==> src/rtl/program_counter_pkg.sv <==
// Shared control-word constants for the SAP2 sequencer: condition codes used by
// jump/call and the decode helper that turns them into a taken/not-taken bit.
package program_counter_pkg;

    localparam int unsigned COND_WIDTH = 3;

    typedef enum logic [COND_WIDTH-1:0] {
        COND_ALWAYS = 3'd0,
        COND_Z      = 3'd1,
        COND_NZ     = 3'd2,
        COND_C      = 3'd3,
        COND_NC     = 3'd4,
        COND_ODD    = 3'd5,
        COND_EVEN   = 3'd6,
        COND_NEVER  = 3'd7
    } cond_e;

    function automatic logic cond_taken(
        input logic [COND_WIDTH-1:0] cond,
        input logic                  zero,
        input logic                  carry,
        input logic                  odd
    );
        logic taken;
        taken = 1'b0;
        case (cond_e'(cond))
            COND_ALWAYS: taken = 1'b1;
            COND_Z:      taken = zero;
            COND_NZ:     taken = ~zero;
            COND_C:      taken = carry;
            COND_NC:     taken = ~carry;
            COND_ODD:    taken = odd;
            COND_EVEN:   taken = ~odd;
            COND_NEVER:  taken = 1'b0;
            default:     taken = 1'b0;
        endcase
        return taken;
    endfunction

endpackage

==> src/rtl/return_stack.sv <==
// Small LIFO of return addresses. Only the occupancy pointer is reset; entry
// storage is plain flops whose contents above the pointer are don't-care.
module return_stack #(
    parameter int unsigned ADDR_WIDTH  = 8,
    parameter int unsigned STACK_DEPTH = 4,
    localparam int unsigned DEPTH_W    = $clog2(STACK_DEPTH + 1)
) (
    input  logic                  clk,
    input  logic                  rst_n,
    input  logic                  push,
    input  logic                  pop,
    input  logic [ADDR_WIDTH-1:0] push_data,
    output logic [ADDR_WIDTH-1:0] top,
    output logic                  full,
    output logic                  empty,
    output logic [DEPTH_W-1:0]    depth
);

    logic [ADDR_WIDTH-1:0] mem [STACK_DEPTH];
    logic [DEPTH_W-1:0]    depth_q;
    logic [DEPTH_W-1:0]    depth_d;

    assign full  = (depth_q == DEPTH_W'(STACK_DEPTH));
    assign empty = (depth_q == '0);
    assign depth = depth_q;

    always_comb begin
        top = '0;
        for (int i = 0; i < int'(STACK_DEPTH); i++) begin
            if (depth_q == DEPTH_W'(i + 1)) begin
                top = mem[i];
            end
        end
    end

    always_comb begin
        depth_d = depth_q;
        if (push && !full) begin
            depth_d = depth_q + DEPTH_W'(1);
        end else if (pop && !empty) begin
            depth_d = depth_q - DEPTH_W'(1);
        end
    end

    always_ff @(posedge clk) begin
        if (push && !full) begin
            for (int i = 0; i < int'(STACK_DEPTH); i++) begin
                if (depth_q == DEPTH_W'(i)) begin
                    mem[i] <= push_data;
                end
            end
        end
    end

    always_ff @(posedge clk or negedge rst_n) begin
        if (!rst_n) begin
            depth_q <= '0;
        end else begin
            depth_q <= depth_d;
        end
    end

endmodule

==> src/rtl/program_counter.sv <==
// SAP2 program counter: increment, conditional jump/call on latched ALU flags,
// and return through an internal stack with sticky overflow/underflow flags.
module program_counter
    import program_counter_pkg::*;
#(
    parameter int unsigned ADDR_WIDTH  = 8,
    parameter int unsigned STACK_DEPTH = 4,
    localparam int unsigned DEPTH_W    = $clog2(STACK_DEPTH + 1)
) (
    input  logic                  clk,
    input  logic                  rst_n,
    input  logic                  clk_en,
    input  logic                  i_inc,
    input  logic                  i_jump,
    input  logic                  i_call,
    input  logic                  i_ret,
    input  logic [COND_WIDTH-1:0] i_cond,
    input  logic [ADDR_WIDTH-1:0] i_target,
    input  logic                  i_zero,
    input  logic                  i_carry,
    input  logic                  i_odd,
    input  logic                  i_clr_err,
    output logic [ADDR_WIDTH-1:0] o_pc,
    output logic                  o_taken,
    output logic [DEPTH_W-1:0]    o_depth,
    output logic                  o_stack_ovf,
    output logic                  o_stack_unf
);

    logic [ADDR_WIDTH-1:0] pc_q, pc_d;
    logic                  ovf_q, unf_q;
    logic                  ovf_set, unf_set;
    logic                  push, pop;
    logic [ADDR_WIDTH-1:0] stack_top;
    logic                  stack_full, stack_empty;

    assign o_taken = cond_taken(i_cond, i_zero, i_carry, i_odd);

    // Priority chain: ret > call > jump > inc; an untaken call or jump falls through.
    always_comb begin
        pc_d    = pc_q;
        push    = 1'b0;
        pop     = 1'b0;
        ovf_set = 1'b0;
        unf_set = 1'b0;
        if (i_ret) begin
            if (!stack_empty) begin
                pop  = 1'b1;
                pc_d = stack_top;
            end else begin
                unf_set = 1'b1;
            end
        end else if (i_call && o_taken) begin
            if (!stack_full) begin
                push = 1'b1;
                pc_d = i_target;
            end else begin
                ovf_set = 1'b1;
            end
        end else if (i_jump && o_taken) begin
            pc_d = i_target;
        end else if (i_inc) begin
            pc_d = pc_q + ADDR_WIDTH'(1);
        end
    end

    return_stack #(
        .ADDR_WIDTH (ADDR_WIDTH),
        .STACK_DEPTH(STACK_DEPTH)
    ) u_return_stack (
        .clk      (clk),
        .rst_n    (rst_n),
        .push     (push && clk_en),
        .pop      (pop && clk_en),
        .push_data(pc_q),
        .top      (stack_top),
        .full     (stack_full),
        .empty    (stack_empty),
        .depth    (o_depth)
    );

    always_ff @(posedge clk or negedge rst_n) begin
        if (!rst_n) begin
            pc_q  <= '0;
            ovf_q <= 1'b0;
            unf_q <= 1'b0;
        end else if (clk_en) begin
            pc_q  <= pc_d;
            ovf_q <= ovf_set | (ovf_q & ~i_clr_err);
            unf_q <= unf_set | (unf_q & ~i_clr_err);
        end
    end

    assign o_pc        = pc_q;
    assign o_stack_ovf = ovf_q;
    assign o_stack_unf = unf_q;

endmodule

==> config.mk <==
export PLATFORM = sky130hd
export DESIGN_NAME = program_counter
export DESIGN_NICKNAME = d
export VERILOG_FILES = /design/src/rtl/program_counter_pkg.sv /design/src/rtl/return_stack.sv /design/src/rtl/program_counter.sv
export SDC_FILE = /design/constraint.sdc
export NUM_CORES = 1
export LEC_CHECK = 0
export CAP_MARGIN = 0
export CORE_MARGIN = 3
export CORE_UTILIZATION = 56
export CTS_BUF_LIST = sky130_fd_sc_hd__clkbuf_8
export CTS_CLUSTER_SIZE = 24
export DETAILED_ROUTE_END_ITERATION = 16
export PLACE_DENSITY = 0.88
export SLEW_MARGIN = 15
export SYNTH_ARGS = -nofsm -noshare
export SYNTH_HDL_FRONTEND = slang
export SYNTH_SLANG_ARGS = --single-unit
==> constraint.sdc <==
create_clock -name clk -period 2.55 [get_ports clk]
set_clock_uncertainty 0.2 [all_clocks]
set_input_delay 0.765 -clock clk [delete_from_list [all_inputs] [get_ports clk]]
set_output_delay 0.765 -clock clk [all_outputs]
set_load 0.01 [all_outputs]
# == Word-level counts from Yosys, hierarchy flattened ==
# Memory sizes are Yosys's and may differ from the RTL's.
# Index checks and enable logic that the tools add are counted.
# op_classes
n_mul,0
n_bitwise,8
n_eq_ne,13
add_sub_neg,3
n_reduce_logical,16
shift,0
n_mux,43
div_mod_pow,0
order_cmp,0
# op_table
operator,n
two-way mux 8 bit,13
two-way mux 1 bit,24
OR reduction 8 bit,3
equality test 3 bit (second input constant),5
equality test 3 x 2 -> 1 bit (second input constant),4
adder 8 x 1 -> 8 bit (second input constant),1
one-hot mux 1 bit (8 select lines),1
equality test 3 x 1 -> 1 bit (second input constant),2
logical AND 1 bit,6
zero test 3 bit,2
two-way mux 2 bit,3
two-way mux 3 bit,2
NOT 1 bit,4
AND reduction 4 bit,1
nonzero test 4 bit,1
adder 3 x 1 -> 3 bit (second input constant),1
!= test 3 bit (second input constant),1
subtractor 3 x 1 -> 3 bit (second input constant),1
AND 1 bit,2
zero test 1 bit,2
!= test 2 bit (second input constant),1
bitwise OR 1 bit,2
nonzero test 2 bit,1
# totals
reg_bits,13
out_inout_bits,14
latch_bits,0
memories,1
mem_bits_ro,0
ram_bits,32
in_bits,22
elab_cells,88
# mem_list
memory,words,word_bits,rd,rd_ports_with_merged_regs,wr,line_no,rtl
u_return_stack.mem,4,8,4,0,1,return_stack.sv:19,logic [ADDR_WIDTH-1:0] mem [STACK_DEPTH];

# == Logic depth before layout (Yosys ltp) ==
# logic_depth
ltp_word,13
depth_mapped,9
mapped_depth_nobuf,7

# == Modules after synthesis ==
# From an unflattened synthesis, not the netlist that was laid out.
# unflattened
cells_unflattened,218
area_unflattened_um2,2488.6
# modules_own_cells
module,instances,cells_per_inst,seq_area_each_um2,area_each_um2
return_stack,1,110,1036.0,1569.0
program_counter,1,108,250.2,919.6

# == Worst setup path before layout ==
# No wires, ideal clock.
# synth_timing
path_kind,input to register
startpoint,in i_cond[1]
endpoint,mem u_return_stack.mem[1][0] (enable)
setup_time_ns,0.385
slack_ns,-0.316
arrival_ns,2.281
path_buffers,1
path_stages,6
t_required_ns,1.965
cell_sequence,buf_2 nor3b_1 a211oi_4 nand2_2 nand3_1 nor3b_1
# synth_between
elab_chain_cells,13
# synth_rtl
item,line_no,rtl
"start, declared",program_counter.sv:17,"input logic [COND_WIDTH-1:0] i_cond,"
equality test 3 bit (tied with other cells),program_counter_pkg.sv:26,case (cond_e'(cond))
one-hot mux 1 bit (8 select lines) *,program_counter_pkg.sv:26,
net o_taken,program_counter.sv:24,"output logic o_taken,"
logical AND 1 bit *,program_counter.sv:53,end else if (i_call && o_taken) begin
two-way mux 1 bit *,program_counter.sv:53,
two-way mux 1 bit *,program_counter.sv:46,if (i_ret) begin
logical AND 1 bit *,program_counter.sv:73,".push (push && clk_en),"
logical AND 1 bit *,return_stack.sv:46,if (push && !full) begin
two-way mux 1 bit,return_stack.sv:46,
two-way mux 1 bit (not written as such),return_stack.sv:49,mem[i] <= push_data;
OR reduction 8 bit (no source line),-,
two-way mux 2 bit (no source line) / two-way mux 1 bit (equally long branches) (3 in series),-,
"end, declared",return_stack.sv:19,
# The timed path passes the listed nets; every way through them passes the cells marked *.

# == Worst setup path in the final report ==
# layout_timing
startpoint,in i_carry
endpoint,out o_taken
# layout_between
elab_chain_cells,2
# layout_rtl
item,line_no,rtl
"start, declared",program_counter.sv:20,"input logic i_carry,"
NOT 1 bit,program_counter_pkg.sv:31,COND_NC: taken = ~carry;
one-hot mux 1 bit (8 select lines) *,program_counter_pkg.sv:26,
"end, declared",program_counter.sv:24,
# Mark *: on every way between the ends. The rest lies on a longest branch, timed or not.

==> results.cfg <==
[yosys]
synth_seq_area_share = 0.508
postSynthRegisterBits = 45
synth_edf_count = 32
syn-instance-count = 229
async_flop_share = 0.289
syn_nets = 258
number_of_distinct_library_cell_variants_in_the_gate_level_netlist_after_synthesis = 54
syn_area_per_cell_um2 = 11.1
most_used_dff_post_synth = sky130_fd_sc_hd__edfxtp_1
synthesis.area_um2 = 2530
synthesis.yosys.warnings = 0

[timing]
timing.final.hold_violations = 0
postLayoutSetupSlackWorst_ns = 0.0290
final_slew_viol_count = 0
maxSlewHeadroom = 0.557
setup-violations-final = 0
achievable-frequency_ghz = 0.397
grt_setup_unrepaired = false
fin_crit_ns = 2.52
worst_tran_pin_value_ns = 0.662
timing.final.crit_share = 0.989

[power]
powerDensity_nw_per_um2 = 933
power.switching_fraction = 0.359
ir_worst_vdd_uv = 547
share_seq_of_total_power = 0.356
p_clk_frac = 0.214
power_frac_comb = 0.430
p_switching_mw = 1.11
p_leak_nw = 1.30
intPower_mw = 1.98

[floorplan]
number_of_core_rows = 23
boundaryPins = 36
die-height_um = 73.2
initial_utilization = 0.607
fp.dieW_um = 73.2
die_area_um2 = 5360
placeableCoreArea_um2 = 4170

[placed_design]
placement.setup.worst_slack_ns = -0.816
placement.io_buffers = 35
place_congestion = 0.844
hpwlAfterDp_um = 4790
placed_cells = 336

[critical_path]
critical_path_peak_fanout = 3
worst_ep_arrival_time_ns = 1.56
crit_path_end_kind = output port
r2r_setup_slack_ns = 0.22
worstSetupStartpointType = input pin
critical_path.reg2reg.startpoint = u_return_stack.depth[0]$_DFFE_PN0P_
r2r.worst_path.cells = 8
worst-setup-path-type = input pin to output port
required_time_of_the_critical_path_ns = 1.59
critical_path.reg2reg.endpoint = o_pc[5]$_DFFE_PN0P_

[route]
routedWlPerCell_um = 19.7
drtAntennaViolNets = 0
route.detailed.vias_per_inst = 6.47
drc_errors = 0
drtIter0Drc = 239
firstDrtPassIters = 5
total_via_count_in_the_routed_design = 2227
finalWirelength_um = 6790

[clock_network]
cts_max_path_buffers = 2
htree_levels = 2
tritoncts = done
cts_inserted_buffers = 5
cts_setup_buffers = 0
cts.clk_slew.worst_paths_ns = 0.09
clk_latency_ns = 0.31
cts_hold_buf = 0
clock-root-buffer = sky130_fd_sc_hd__clkbuf_8
clock_sinks = 45

[global_route]
wire_length_of_the_first_global_routing_pass_um = 11300
global_route.overflow_total = 0
vias_in_the_first_global_route = 2211
maximum_number_of_pins_on_one_net_before_global_route_repair = 19
globalRouteTotalUtil = 0.280
number_of_antenna_violations_at_the_first_check_in_global_routing = 0

[layout]
most_frequent_standard_cell_in_the_layout_excluding_fill_and_tap_cells = sky130_fd_sc_hd__buf_4
antennaDiodeCount = 0
layout.cells.non_filler = 344
fin_nets = 322
most-common-layout-cells = 35 x sky130_fd_sc_hd__buf_4, 32 x sky130_fd_sc_hd__edfxtp_1, 28 x sky130_fd_sc_hd__clkdlybuf4s50_1
layout-drive-gt1-share = 0.228
growth_of_design_area_from_synthesis_to_finish_pct = 31.0

[worst_hold_path]
whs_endpoint = o_stack_ovf$_DFFE_PN0P_
holdPathStages = 2
hp-class = register to register
min_from = o_stack_ovf$_DFFE_PN0P_

[job]
drv_cap = 0

[outcome]
outcome = finished, final reports clean
==> routing by layer <==
layer	vias up	global-route usage	routed length (um)
met5	-	0	0
met4	0	0.0984	184
met1	1050	0.374	2670
met2	156	0.452	3310
met3	26	0.0565	622
li1	995	-	-
==> worst max-delay path, cell delays in order <==
cell and delay, ns:
sky130_fd_sc_hd__buf_2 0.12, sky130_fd_sc_hd__and4b_4 0.20, sky130_fd_sc_hd__a211oi_4 0.24, sky130_fd_sc_hd__nand2_2 0.10
sky130_fd_sc_hd__buf_6 0.13
==> cell usage after synthesis, types with 2 or more instances <==
master	n	area, um2
sky130_fd_sc_hd__o21a_1	4	30.0
sky130_fd_sc_hd__o32a_1	4	40.0
sky130_fd_sc_hd__edfxtp_1	32	961
sky130_fd_sc_hd__buf_6	2	22.5
sky130_fd_sc_hd__ha_1	7	87.6
sky130_fd_sc_hd__a31oi_1	6	37.5
sky130_fd_sc_hd__o22ai_1	2	12.5
sky130_fd_sc_hd__o221ai_1	2	17.5
sky130_fd_sc_hd__inv_1	14	52.6
sky130_fd_sc_hd__mux2i_1	6	60.1
sky130_fd_sc_hd__nor2_1	3	11.3
sky130_fd_sc_hd__clkbuf_1	5	18.8
sky130_fd_sc_hd__and2_1	2	12.5
sky130_fd_sc_hd__nand2_1	24	90.1
sky130_fd_sc_hd__nor3b_1	4	30.0
sky130_fd_sc_hd__a21oi_1	6	30.0
sky130_fd_sc_hd__buf_2	5	25.0
sky130_fd_sc_hd__o31ai_1	2	15.0
sky130_fd_sc_hd__nor3_1	4	20.0
sky130_fd_sc_hd__o21ai_1	2	10.0
sky130_fd_sc_hd__nand4_1	4	25.0
sky130_fd_sc_hd__a311oi_1	2	17.5
sky130_fd_sc_hd__xnor2_1	4	35.0
sky130_fd_sc_hd__nor4_1	6	37.5
sky130_fd_sc_hd__a211oi_1	7	52.6
sky130_fd_sc_hd__nand3b_1	8	60.1
sky130_fd_sc_hd__nand3_1	5	25.0
sky130_fd_sc_hd__o21ai_0	10	50.1
sky130_fd_sc_hd__dfrtp_1	13	325
sky130_fd_sc_hd__a21o_1	4	30.0
sky130_fd_sc_hd__or2_2	2	12.5
sky130_fd_sc_hd__nor2b_1	6	37.5
==> timing repair <==
item                       in CTS  in global routing
resized for setup              33                  6
pin swaps                       4                  5
setup endpoints to repair      43                  2
==> worst max path at each step <==
stage / start / endpoint / slack [ns] / cells after the start
detailed placement: i_cond[1] / o_taken / -0.82 / 5
global route: i_carry / o_taken / 0.003 / 5
floorplan: i_cond[1] / u_return_stack.mem[1][0]$_DFFE_PP_ / -0.07 / 6
CTS: i_cond[1] / o_taken / 0.003 / 5
finish: i_carry / o_taken / 0.03 / 5
global placement: i_cond[1] / o_taken / -0.74 / 5
==> area by class of cell <==
type	instances	area [um2]
Clock buffer	5	68.8
Clock inverter	3	68.8
Fill cell	239	856
Inverter	14	52.6
Multi-Input combinational cell	156	1150
Sequential cell	45	1290
Tap cell	50	62.6
Timing Repair Buffer	71	623
==> stage by stage <==
stage	hold WS [ns]	area, um2	utilization	total power, mW	TNS [ns]
after floorplan	0.269	2540	-	1.82	-1.38
after global placement	0.278	3160	0.757	2.33	-19.25
after detailed placement	0.283	3160	0.757	2.40	-23.89
after CTS	0.303	3310	0.794	3.07	0
after global routing	0.339	3320	0.795	3.25	0
final	0.303	3320	0.795	3.10	0
==> kinds of logic (layout without fill, tap and decap cells) <==
logic type / Yosys count / count (layout) / share of synthesized area
and+or+nand+nor: 75 / 75 / 0.169
DFF: 45 / 45 / 0.508
xor gates and xnor gates: 5 / 5 / 0.0173
AOI/OAI and AO/OA: 62 / 62 / 0.190
buffers and inverters: 28 / 93 / 0.0514
adders and majority gates: 7 / 7 / 0.0346
muxes: 7 / 7 / 0.0296
==> flip-flops by register name (all words and copies together), names as in the netlist <==
register / flops
o_stack_ovf: 1
o_stack_unf: 1
o_pc: 8
u_return_stack.depth: 3
u_return_stack.mem: 32
==> power by group through the flow <==
stage          clock network (mW)  logic (mW)  registers (mW)
2_1_floorplan                   0       0.662            1.16
3_3_place_gp                    0        1.23            1.10
3_5_place_dp                    0        1.29            1.11
4_1_cts                     0.657        1.32            1.10
5_1_grt                     0.685        1.44            1.12
6_report                    0.661        1.33            1.10
Note: power is estimated with default switching activity, not from simulation.
